--- src/rtl/sample_stash.sv ---
// Circular stash of the most recent DEPTH samples; new samples are shown immediately,
// and browse pulses step the registered output forward through the stored entries.
module sample_stash #(
    parameter int unsigned DEPTH = 5,
    parameter int unsigned WIDTH = 8
) (
    input  logic             clk,
    input  logic             reset,
    input  logic [WIDTH-1:0] sample_in,
    input  logic             sample_in_valid,
    input  logic             next_sample,
    output logic [WIDTH-1:0] sample_out
);

    localparam int unsigned PW = (DEPTH > 1) ? $clog2(DEPTH) : 1;
    localparam logic [PW-1:0] LAST = PW'(DEPTH - 1);

    logic [WIDTH-1:0] mem_q [DEPTH];
    logic [PW-1:0]    wr_ptr_q, wr_ptr_d;
    logic [PW-1:0]    rd_ptr_q, rd_ptr_d;
    logic [WIDTH-1:0] out_q, out_d;
    logic [PW-1:0]    wr_inc, rd_inc;

    always_comb begin
        wr_inc   = (wr_ptr_q == LAST) ? '0 : wr_ptr_q + 1'b1;
        rd_inc   = (rd_ptr_q == LAST) ? '0 : rd_ptr_q + 1'b1;
        wr_ptr_d = wr_ptr_q;
        rd_ptr_d = rd_ptr_q;
        out_d    = out_q;
        // Store takes priority over browse; a store also parks the read pointer on the new entry.
        if (sample_in_valid) begin
            wr_ptr_d = wr_inc;
            rd_ptr_d = wr_ptr_q;
            out_d    = sample_in;
        end else if (next_sample) begin
            rd_ptr_d = rd_inc;
            out_d    = mem_q[rd_inc];
        end
    end

    always_ff @(posedge clk or negedge reset) begin
        if (!reset) begin
            for (int unsigned i = 0; i < DEPTH; i++) begin
                mem_q[i] <= '0;
            end
            wr_ptr_q <= '0;
            rd_ptr_q <= '0;
            out_q    <= '0;
        end else begin
            if (sample_in_valid) begin
                mem_q[wr_ptr_q] <= sample_in;
            end
            wr_ptr_q <= wr_ptr_d;
            rd_ptr_q <= rd_ptr_d;
            out_q    <= out_d;
        end
    end

    assign sample_out = out_q;

endmodule

--- config.mk ---
export PLATFORM = sky130hd
export DESIGN_NAME = sample_stash
export DESIGN_NICKNAME = d
export VERILOG_FILES = /design/src/rtl/sample_stash.sv
export SDC_FILE = /design/constraint.sdc
export NUM_CORES = 1
export LEC_CHECK = 0
export CORE_ASPECT_RATIO = 0.9
export CORE_UTILIZATION = 58
export DETAILED_ROUTE_END_ITERATION = 10
export GPL_TIMING_DRIVEN = 0
export MAX_ROUTING_LAYER = met4
export PLACE_DENSITY = 0.89
export SETUP_SLACK_MARGIN = 0.15
export SLEW_MARGIN = 0
export SYNTH_ARGS = -nofsm -noshare
export SYNTH_HDL_FRONTEND = slang
export SYNTH_SLANG_ARGS = --single-unit
--- constraint.sdc ---
create_clock -name clk -period 2 [get_ports clk]
set_input_delay 0.4 -clock clk [delete_from_list [all_inputs] [get_ports clk]]
set_output_delay 0.4 -clock clk [all_outputs]
set_load 0.05 [all_outputs]
# == Word level (Yosys, flattened, before mapping) ==
# Index checks and enable logic that the tools add are counted.
# word_totals
ram_bits,0
n_memories,0
regBits,54
latch_bits,0
output_inout_bits,8
rom_bits,0
# op_classes
n_shift,0
add_sub_neg,2
n_mux,12
order_cmp,3
multipliers,0
eq_ne,2
n_div,0
bitwise_logic,2
reduce_logical,2
# op_table
operator,n
$bwmux W40,1
$mux W8,5
$bmux W8 S3,1
$demux W8 S3,1
$mux W3,4
$ge A4 B4 Y1 const B,2
$not A3 Y4,2
$add A3 B1 Y3 const B,2
$eq A3 B3 Y1 const B,2
$lt A4 B1 Y1 const B,1
$reduce_bool A2 Y1,1
$logic_and A1 B1 Y1,1

# == Depth between registers and ports, before layout ==
# Gate-level depths: netlist (run 1).
# logic_depth
word_depth,8
mapped_depth,8
mapped_depth_nobuf,6

# == Worst setup path before layout (run 1) ==
# Ideal clock, no wire load.
# synth_path
path_kind,reg2reg
startpoint,reg rd_ptr_q[0]
endpoint,reg out_q[6] (netlist: sample_out[6])
path_buffers,1
slack_ns,0.326
period_less_slack_ns,1.674
stages_incl_launch_ff,8
arrival_time_ns,1.537
cell_sequence,dfrtp_1 inv_1 ha_1 a21o_1 buf_6 mux4_2 nand2_1 o211ai_1
# synth_between
elab_chain_cells,8
word_cells_on_any_way,9
# synth_lines
element,line_no,text
start: declaration,20,"logic [PW-1:0] rd_ptr_q, rd_ptr_d;"
start signal: assignment,54,rd_ptr_q <= rd_ptr_d;
$add A3 B1 Y3 / $eq A3 B3 Y1 (equally long branches),26,rd_inc = (rd_ptr_q == LAST) ? '0 : rd_ptr_q + 1'b1;
$mux W3 *,26,
$not A3 Y4 (implied by the code) *,37,out_d = mem_q[rd_inc];
$bmux W8 S3 *,37,
$mux W8 (implied by the code) * (2 in a row),37,
$mux W8 *,35,end else if (next_sample) begin
$mux W8 *,31,if (sample_in_valid) begin
end signal: assignment,55,out_q <= out_d;
end: declaration,21,"logic [WIDTH-1:0] out_q, out_d;"
# Mark *: on every way between the ends. The rest lies on a longest branch, timed or not. The select of a mux whose other input is x is not followed.
# A chain may end at the register's enable or synchronous reset.

==> results of run 1 <==
[worst reg2reg max path: stages, from the launching register on]
cell and delay (ns):
dfrtp_1 0.42, inv_1 0.08, ha_2 0.21, a21o_1 0.15, buf_6 0.16, mux4_2 0.50
nand2_1 0.09, o211ai_1 0.09
[layer usage]
layer	part of all wire, %	up-vias	global-route usage [%]
met4	1.4	0	9.31
met3	4.5	10	4.91
met5	0	-	-
li1	-	800	-
met1	46	903	36.9
met2	48	57	43.5
[stage by stage]
| step | area [um^2] | TNS, ns | hold WS (ns) | std cells |
|---|---|---|---|---|
| after global placement | 2870 | -62.65 | 0.487 | 281 |
| after CTS | 3040 | 0 | 0.512 | 294 |
| final | 3070 | 0 | 0.510 | 295 |
| after floorplan | 2610 | 0 | 0.104 | 203 |
| after global routing | 3070 | 0 | 0.520 | 295 |
| after detailed placement | 2880 | -7.00 | 0.314 | 282 |
[where the power goes]
group          switching (W)  internal (W)
logic                0.00115       0.00109
registers           0.000298       0.00162
clock network       0.000320      0.000242
[worst paths after layout]
kind                                              start                   endpoint  cells after the start
worst max-delay path                    sample_in_valid      mem_q[25]$_DFFE_PN0P_                      5
max in group asynchronous                         reset      mem_q[35]$_DFFE_PN0P_                      3
worst min-delay path              mem_q[32]$_DFFE_PN0P_      mem_q[32]$_DFFE_PN0P_                      1
worst min register to register    mem_q[32]$_DFFE_PN0P_      mem_q[32]$_DFFE_PN0P_                      1
worst max register to register  rd_ptr_q[0]$_DFFE_PN0P_  sample_out[6]$_DFFE_PN0P_                      7
min in group asynchronous                         reset    wr_ptr_q[1]$_DFFE_PN0P_                      2
[logic make-up after synthesis]
group                      after synthesis  share of synthesized area, %
AOI/OAI and AO/OA                       51                          14.2
adders and majority gates                4                          1.92
buffers and inverters                   13                          2.73
DFF                                     54                          51.7
muxes                                   49                          22.3
and+or+nand+nor                         32                          7.09
[layout by cell type (no fill, tap or decap), types with 2 or more instances in the layout]
cell type	Yosys	layout
dfrtp_1	54	54
mux2_2	32	32
nand2_1	18	18
clkdlybuf4s50_1	0	9
mux2_4	8	8
mux2i_1	8	8
a21oi_1	8	8
a22oi_1	8	8
o211ai_1	8	8
dlygate4sd2_1	0	8
a21boi_0	7	7
a2bb2oi_1	7	7
clkbuf_8	0	5
clkbuf_1	3	4
o21ai_0	4	4
buf_12	0	4
inv_1	3	3
buf_2	3	3
buf_4	1	3
a21o_1	3	3
nor2_1	4	3
nor3_4	2	3
ha_1	4	3
buf_6	2	2
nor2b_1	2	2
[area by class of cell]
cell class / count / area share (%)
timing repair buffer: 25 / 8.81
multi-input combinational: 136 / 39.8
inverter: 4 / 0.489
buffer: 9 / 1.96
sequential: 54 / 44.0
tap: 60 / 2.45
clock buffer: 7 / 2.49
[repair_timing]
action / 4_1_cts / 5_1_grt
endpoints found under the hold margin: 12 / 0
hold buffers: 1 / 0
cloned: 0 / 0
resized for setup: 11 / 5
endpoints found under the setup margin: 35 / 23
pin swaps: 3 / 0
setup buffers: 4 / 1
[sequential cells by signal (all words and copies together) (netlist names)]
signal / cells
mem_q: 40
rd_ptr_q: 3
sample_out: 8
wr_ptr_q: 3
==> metrics, run 1 <==
most frequent cell after synthesis dfrtp_1; total die area 4770 um^2; biggest cell delay along the critical path 0.50 ns; Hold Fails Final Rpt 0; area of the multi-input gates 1220 um^2; Unique masters post-synth 34; leakage power total 1.34 nW; Pwr Total 0.00472 W; post-synthesis sequential area ratio 51.7%; crit-path max FO 8; crit start category primary input; top-area cell type share of the netlist area 51.7%; maximum buffer depth of the clock tree 2; Residual DRC 0; Fillers 306; CP delay by family, top buffers and inverters; Pre-Repair DR Iteration Count 4; fmax 0.547 GHz; Die Wd 72.7 um; measured slew at the worst slew-check pin 0.644 ns; hold crit path type flop to flop; EDFF count, synth 0; NumNets Final 251; Post-Syn Area 2610 um^2; area grow syn2layout 17.5%; Most used DFF post-synth dfrtp_1; Clock Latency Late Sink 0.30 ns; io pins 20; crit path cell chain clkdlybuf4s50_1, nor2b_1, and3_1, clkbuf_4, mux2_2; # rows 22; pin count of the biggest net entering global routing 43; CTS tree done; Final min period 1.83 ns; Post-synth top cells dfrtp_1, mux2_2, nand2_1; via/cell ratio 6.00; Final Skew 0.0109 ns; crit share post-route 91.4%; Worst-path clk slew 0.08 ns; CTS Buf Count 5; Core ar. 4180 um^2; MaxCap Viol Count 0; setup ws final 0.171 ns; Post-Synthesis Cells 203; DIE HEIGHT 65.7 um; Syn Nets 219; reg2reg setup slack 0.18 ns; Slew headroom 57.1%; Buf/Inv on CP 2; Finished Core Util 73.3%; CP required 2.18 ns; Reg area 1350 um^2; H-tree depth 2; final setup fails 0; Starting Density 62.4%; Synth Warn # 0; biggest area consumer among synthesized cells dfrtp_1; top post-synthesis cells by area dfrtp_1, mux2_2, mux2_4, mux2i_1, nand2_1; # diodes 0; CP max-delay cell clkdlybuf4s50_1; Post-synth ARST share 100%; gr ovfl total 0; vias in the first global route 1,829; unrepaired setup endpoints after global routing false; status finished, final reports clean; CTS root buf clkbuf_8; Syn Area/Cell 12.9 um^2; Port Buffers 18; flops & latches, synth 54; DR vias 1,770; share of cells above drive strength 1 30.6%; worst IR drop on VDD 1.11 mV; critical path type primary input to flop; WL/cell 19.2 um; Arr. time, crit path 2.01 ns; first-pass GRT wire length 9290 um; initial antenna violation count 0; Final GP Congestion 0.793; total routed wirelength 5670 um; Clock Sinks 54; Slew Viols, Final 0; Starting DRT DRC Count 147; DPL Wire Length 3540 um; Setup crit end kind flop; GRT Overall Usage 27.7%; Power Density 1540 nW/um^2; Routed Antenna Nets 0; worst slack, placed -0.295 ns
(Power assumes the default switching activity.)
==> inputs of run 2 (changes only) <==
PLACE_DENSITY = default   (was 0.89)
PLACE_DENSITY_LB_ADDON = 0.25   (was default)
==> run 2 against run 1 <==
Net effect: sequential power about the same; flip-flop and latch count unchanged; hold slack got worse by 0.46 ns.
==> metrics, run 2 (same netlist as run 1, synthesis figures left out) <==
vias in the first global route 1,931 (+5.6%); hold crit path type primary input to asynchronous set/reset pin; total die area 4770 um^2 (unchanged); unrepaired setup endpoints after global routing false; Final Non-Filler Cells 298 (+1.0%); Die Wd 72.7 um (unchanged); area grow syn2layout 18.8%; Buf/Inv on CP 1 (-1); Arr. time, crit path 2.01 ns (about the same); Final min period 1.81 ns (-0.0205 ns); Hold Fails Final Rpt 0 (unchanged); MaxCap Viol Count 0 (unchanged); via/cell ratio 6.20 (+3.3%); WL/cell 20.8 um (+8.1%); reg2reg setup slack 0.21 ns (+0.03 ns); worst IR drop on VDD 0.802 mV (-28%); Finished Core Util 74.1% (+0.81 points); DR vias 1,847 (+4.4%); DPL Wire Length 3780 um (+6.9%); io pins 20 (unchanged); Reg with most FFs mem_q; crit path cell chain clkdlybuf4s50_1, nor2b_1, nand3_1, mux2_2; fmax 0.553 GHz (+1.1%); H-tree depth 2 (unchanged); measured slew at the worst slew-check pin 0.520 ns (-0.123 ns); Crit. path cell count 4 (-1); CP max-delay cell clkdlybuf4s50_1; Final Skew 0.0169 ns (+0.00606 ns); Core ar. 4180 um^2 (unchanged); most common cell after layout, fill and taps aside dfrtp_1; first-pass GRT wire length 10000 um (+7.7%); Power Density 1580 nW/um^2 (+2.6%); GRT Overall Usage 30.0% (+2.3 points); Slew headroom 65.2% (+8.1 points); CP delay by family, top simple AND/OR/NAND/NOR gates; pin count of the biggest net entering global routing 34 (-21%); biggest cell delay along the critical path 0.49 ns (about the same); Pre-Repair DR Iteration Count 4 (unchanged); Residual DRC 0 (unchanged); total routed wirelength 6190 um (+9.2%); crit share post-route 90.4% (-1.0 points); NumNets Final 253 (+0.80%); initial antenna violation count 0 (unchanged); Worst-path clk slew 0.11 ns (+0.03 ns); Largest register FFs 40 (unchanged); Starting Density 62.4% (unchanged); DIE HEIGHT 65.7 um (unchanged); placed cells 282 (unchanged); CP required 2.20 ns (+0.02 ns); maximum buffer depth of the clock tree 2 (unchanged); Clock Sinks 54 (unchanged); CTS tree done; critical path type primary input to flop; gr ovfl total 0 (unchanged); CTS root buf clkbuf_8; status finished, final reports clean; crit start category primary input; CTS Buf Count 5 (unchanged); # rows 22 (unchanged); share of cells above drive strength 1 32.8% (+2.1 points); final setup fails 0 (unchanged); commonest cells after routing, fill and taps aside dfrtp_1, mux2_2, nand2_1; Routed Antenna Nets 0 (unchanged); # diodes 0 (unchanged); Port Buffers 18 (unchanged); Slew Viols, Final 0 (unchanged); Starting DRT DRC Count 162 (+10%); Post-CTS Hold Buffers 0 (-1); Final GP Congestion 0.839 (+5.9%); Reg2Reg Depth 7 (unchanged); crit-path max FO 8 (unchanged); Clock Latency Late Sink 0.31 ns (about the same); Setup crit end kind flop; leakage power total 1.36 nW (+1.5%)
## run 2: changes by cell type in the layout (fill, tap and decap cells not counted), sizes merged
cell,before,now
clkinv,0,3
clkbuf,11,8
buf,12,16
dlygate4sd3,1,0
## run 2: layout make-up
class	count	area [um^2]
buffer	9	57.6
clock inverter	3	26.3
inverter	4	15.0
fill	287	1080
timing repair buffer	27	270
multi-input combinational	136	1240
clock buffer	5	68.8
sequential	54	1350
tap	60	75.1
## run 2: layer usage
layer	wire length (um)	share of wire, %	track usage (%)
met2	3030	49	45.8
met1	2560	41	39.1
met5	0	0	-
met4	150	2.4	14.5
met3	445	7.2	5.52
## run 2: worst register-to-register path, cell delays in order (launching register included)
cell and delay, ns:
dfrtp_1 0.44, inv_2 0.10, ha_4 0.16, a21o_1 0.13, buf_6 0.14, mux4_2 0.54, nand2_1 0.09, o211ai_1 0.08
## run 2: path summary, 6_finish.rpt
kind	start	end
setup / recovery	sample_in_valid	mem_q[13]$_DFFE_PN0P_
hold / removal	reset	mem_q[6]$_DFFE_PN0P_
setup reg to reg	rd_ptr_q[0]$_DFFE_PN0P_	sample_out[6]$_DFFE_PN0P_
hold reg to reg	mem_q[9]$_DFFE_PN0P_	mem_q[9]$_DFFE_PN0P_
max in group asynchronous	reset	mem_q[25]$_DFFE_PN0P_
min in group clk	mem_q[9]$_DFFE_PN0P_	mem_q[9]$_DFFE_PN0P_
## run 2: repair_timing
item	in CTS	in global routing
gates resized for setup	12	6
endpoints found under the setup margin	33	16
cloned	0	0
setup buffers	4	4
pin swaps	2	1
## run 2: where the power goes
part / switching, W / total (W) / internal, W
combinational: 0.00119 / 0.00232 / 0.00113
sequential: 0.000326 / 0.00195 / 0.00162
clock: 0.000378 / 0.000632 / 0.000254
## run 2: through the flow
step | setup TNS (ns) | power, W | hold slack [ns] | instance area (um^2) | worst slack (ns)
floorplan | 0 | 0.00349 | 0.104 | 2610 | 0.326
global placement | -59.01 | 0.00394 | 0.482 | 2870 | -0.956
detailed placement | -7.58 | 0.00409 | 0.403 | 2880 | -0.302
CTS | 0 | 0.00476 | 0.0625 | 3030 | 0.151
global route | 0 | 0.00516 | 0.0817 | 3100 | 0.128
finish | 0 | 0.00490 | 0.0457 | 3100 | 0.192
==> inputs of run 3 (changes only) <==
CTS_CLUSTER_DIAMETER = 80   (was default)
TNS_END_PERCENT = 1   (was default)
==> run 3 against run 2 <==
Net effect: first-iteration DRC count decreased by 12%; non-clock buffer count down 7; critical path depth up 3; clock skew up 0.0023 ns; via count shrank 0.97%; die area unchanged; sequential share of layout area is 0.27 points higher; register-to-register slack lost 0.04 ns; utilization shrank 0.39 points; combinational power barely moved; sequential power about the same; critical path type is now flop to flop.
==> metrics, run 3 (same netlist as run 1, synthesis figures left out) <==
gr ovfl total 0 (unchanged); Die Wd 72.7 um (unchanged); setup TNS 0 ns (unchanged); Starting Density 62.4% (unchanged); total die area 4770 um^2 (unchanged); CP required 2.19 ns (about the same); P_int 0.00299 W (-0.14%); DR vias 1,829 (-0.97%); crit-path max FO 7 (-1); maximum buffer depth of the clock tree 2 (unchanged); top sig layer met4; Port Buffers 18 (unchanged); DP Area 2880 um^2 (unchanged); vias in the first global route 1,912 (-0.98%); Largest register FFs 40 (unchanged); Core ar. 4180 um^2 (unchanged); H-tree depth 2 (unchanged); DIE HEIGHT 65.7 um (unchanged); share of power burned in registers 39.9% (+0.2 points); Met3 Wirelength 399 um (-10%); met2 wire len 2900 um (-4.5%); total routed wirelength 6100 um (-1.5%); CTS root buf clkbuf_8; met1 WL 2660 um (+3.8%); WL/cell 21.0 um (+0.92%); Slew headroom 58.0% (-7.2 points); placed cells 282 (unchanged); CTS Buf Count 5 (unchanged); critical path type flop to flop; Clock Power Share 13.1% (+0.2 points); GRT Overall Usage 29.4% (-0.59 points); final hold slack 0.0414 ns (-0.00437 ns); most common cell after layout, fill and taps aside dfrtp_1; Starting DRT DRC Count 142 (-12%); unrepaired setup endpoints after global routing true; Reg with most FFs mem_q; pin count of the biggest net entering global routing 34 (unchanged); Clock Latency Late Sink 0.32 ns (about the same); Setup crit end kind flop; fmax 0.545 GHz (-1.4%); Post-CTS Hold Buffers 0 (unchanged); Final GP Congestion 0.839 (unchanged); Final min period 1.83 ns (+0.0266 ns); worst IR drop on VDD 0.977 mV (+22%); Clock Sinks 54 (unchanged); combinational share of power 47.0% (-0.4 points); commonest cells after routing, fill and taps aside dfrtp_1, mux2_2, nand2_1; # diodes 0 (unchanged); Final Skew 0.0192 ns (+0.00226 ns); crit start category flop; Final Non-Filler Cells 291 (-2.3%); Routed Antenna Nets 0 (unchanged); NumNets Final 246 (-2.8%); io pins 20 (unchanged); MaxCap Viol Count 0 (unchanged); sw frac 38.8% (about the same); first-pass GRT wire length 9870 um (-1.3%); Worst-path clk slew 0.12 ns (about the same); DPL Wire Length 3780 um (unchanged); # rows 22 (unchanged); Residual DRC 0 (unchanged); Pre-Repair DR Iteration Count 4 (unchanged); measured slew at the worst slew-check pin 0.628 ns (+0.107 ns); Switching Power 0.00190 W (-0.10%); Hold Fails Final Rpt 0 (unchanged); area grow syn2layout 18.2%; final instance area 3090 um^2 (-0.52%); Power Density 1580 nW/um^2 (+0.40%); crit share post-route 91.7% (+1.3 points); Slew Viols, Final 0 (unchanged); leakage power total 1.42 nW (+4.2%); via/cell ratio 6.29 (+1.4%); share of cells above drive strength 1 30.7% (-2.0 points); initial antenna violation count 0 (unchanged); Pwr Total 0.00489 W (-0.13%); final setup fails 0 (unchanged); hold crit path type primary input to asynchronous set/reset pin; status finished, final reports clean; Arr. time, crit path 2.02 ns (about the same); CTS tree done
## run 3: cell count changes in the layout (fill, tap and decap cells not counted), moves of 2 or more
cell / previous run / this run
buf_4: 7 / 0
dlygate4sd2_1: 8 / 0
dlymetal6s2s_1: 0 / 9
mux2_2: 32 / 30
mux2_4: 8 / 10
## run 3: metrics by stage
step	setup WS, ns	util (%)
2_1_floorplan	0.326	-
3_5_place_dp	-0.302	68.9
4_1_cts	0.0364	71.4
5_1_grt	0.0682	73.7
6_report	0.165	73.7
3_3_place_gp	-0.956	68.5
## run 3: layer usage
layer | up-vias | GRT usage (%)
li1 | 792 | -
met1 | 950 | 39.6
met2 | 70 | 44.5
met3 | 17 | 4.91
met4 | 0 | 12.7
met5 | - | -
## run 3: power groups by stage
stage               Combinational, W  Sequential, W  Clock, W
CTS                          0.00219        0.00193  0.000639
detailed placement           0.00215        0.00194         0
floorplan                    0.00140        0.00209         0
global placement             0.00205        0.00189         0
global route                 0.00246        0.00201  0.000672
finish                       0.00230        0.00195  0.000641
## run 3: path summary, 6_finish.rpt
path	start	endpoint	slack, ns	cells after the start
worst min register to register	mem_q[9]$_DFFE_PN0P_	mem_q[9]$_DFFE_PN0P_	0.52	1
worst min-delay path	reset	mem_q[16]$_DFFE_PN0P_	0.04	1
min in group clk	mem_q[9]$_DFFE_PN0P_	mem_q[9]$_DFFE_PN0P_	0.52	1
max in group asynchronous	reset	mem_q[26]$_DFFE_PN0P_	1.39	2
worst max-delay path	rd_ptr_q[0]$_DFFE_PN0P_	sample_out[6]$_DFFE_PN0P_	0.17	7
worst max register to register	rd_ptr_q[0]$_DFFE_PN0P_	sample_out[6]$_DFFE_PN0P_	0.17	7
## run 3: what timing repair did
action	CTS	global route
gates resized for setup	3	19
pin swaps	0	2
setup endpoints to repair	33	42
buffers inserted	0	1
gates cloned	0	0
## run 3: area by class of cell
cell class	count	area, um^2
plain buffers	9	61.3
clock buffers	5	68.8
clock inverters	3	26.3
fillers	289	1100
inverters	4	15.0
multi-input cells	136	1250
flip-flops and latches	54	1350
well taps	60	75.1
repair buffers	20	238
## run 3: worst max-delay path, cell delays in order, from the launching register on
cell      delay, ns
dfrtp_2        0.46
inv_1          0.11
ha_4           0.16
a21o_1         0.12
buf_6          0.16
mux4_2         0.54
nand2_1        0.09
o211ai_1       0.08
==> RTL edit, RTL diff (config.mk and constraints of run 1) <==
Set the parameter `WIDTH` to 6 (it was 8).
--- a/src/rtl/sample_stash.sv
+++ b/src/rtl/sample_stash.sv
@@ -3,5 +3,5 @@
 module sample_stash #(
     parameter int unsigned DEPTH = 5,
-    parameter int unsigned WIDTH = 8
+    parameter int unsigned WIDTH = 6
 ) (
     input  logic             clk,
Ports: changed (resized sample_in and sample_out); port bits go from 20 to 16. No check against the original RTL was run, so the function may have changed too.
==> RTL edit against run 1 <==
- worst setup slack gained 4.1 ps
- routed wire length shrank 20%
- largest cell class unchanged
- critical endpoint is now sample_out[2]
- final area shrank 23%
- synthesized area shrank 23%
- core utilization grew 1.5 points
- sequential cell count shrank 12
- total power shrank 22%
- non-clock buffer count shrank 8
==> RTL edit: results <==
export IMPL_ys_types=27
export IMPL_dr_wl_met2_microns=2360
export IMPL_run_status="finished, final reports clean"
export IMPL_number_of_global_route_vias_before_repair=1512
export IMPL_grt_pass1_wl_microns=7400
export IMPL_via_density=6.39
export IMPL_layout_clock_cell_area_share=0.0381
export IMPL_finalWirelength_microns=4530
export IMPL_port_buffer_count=14
export IMPL_holdWs_ps=224
export IMPL_holdCritPathClass="input pin to async pin"
export IMPL_layout_clock_buffers=5
export IMPL_final_weighted_congestion_of_routability_driven_global_placement=0.764
export IMPL_crit_reg2reg_capture="sample_out[3]"
export IMPL_dpl_worst_slack_ps=-384
export IMPL_fin_worst_skew_ps=9.27
export IMPL_reg2reg_depth=6
export IMPL_maximum_operating_frequency_ghz=0.548
export IMPL_power_share_switching=0.387
export IMPL_syn_nets=173
export IMPL_routedWlPerCell_microns=19.9
export IMPL_p_leak_nw=1.07
export IMPL_stdcell_area_sq_um=2360
export IMPL_synth_cells_most_frequent="dfrtp_1, mux2_2, nand2_1"
export IMPL_largest_register_ff_count=30
export IMPL_buffers=26
export IMPL_gr_usage_all_layers=0.295
-- RTL edit: changes by cell type after synthesis, moves of 3 or more --
| cell | change |
|---|---|
| mux2_2 | -3 |
| mux2_1 | +6 |
| a32oi_1 | +5 |
| clkbuf_1 | +3 |
| mux2_4 | -8 |
| a21boi_0 | -7 |
| o211a_1 | +5 |
| dfrtp_1 | -12 |
| a2bb2oi_1 | -7 |
| a21oi_1 | -7 |
| o211ai_1 | -7 |
-- RTL edit: worst max-delay path, stage by stage --
cell and delay, ps:
clkdlybuf4s50_1 440, clkbuf_4 210, nor2_1 440, a22oi_1 180
o211a_1 170, a32oi_1 190
-- RTL edit: timing repair --
action                     CTS  global route
setup endpoints to repair   30            31
hold buffers                 0             0
setup buffers                4             0
pin swaps                    3             0
resized for setup           13             8
-- RTL edit: layer usage --
layer | vias up | track usage
li1 | 630 | -
met1 | 730 | 0.326
met2 | 70 | 0.482
met3 | 20 | 0.0866
met4 | 0 | 0.162
met5 | - | -
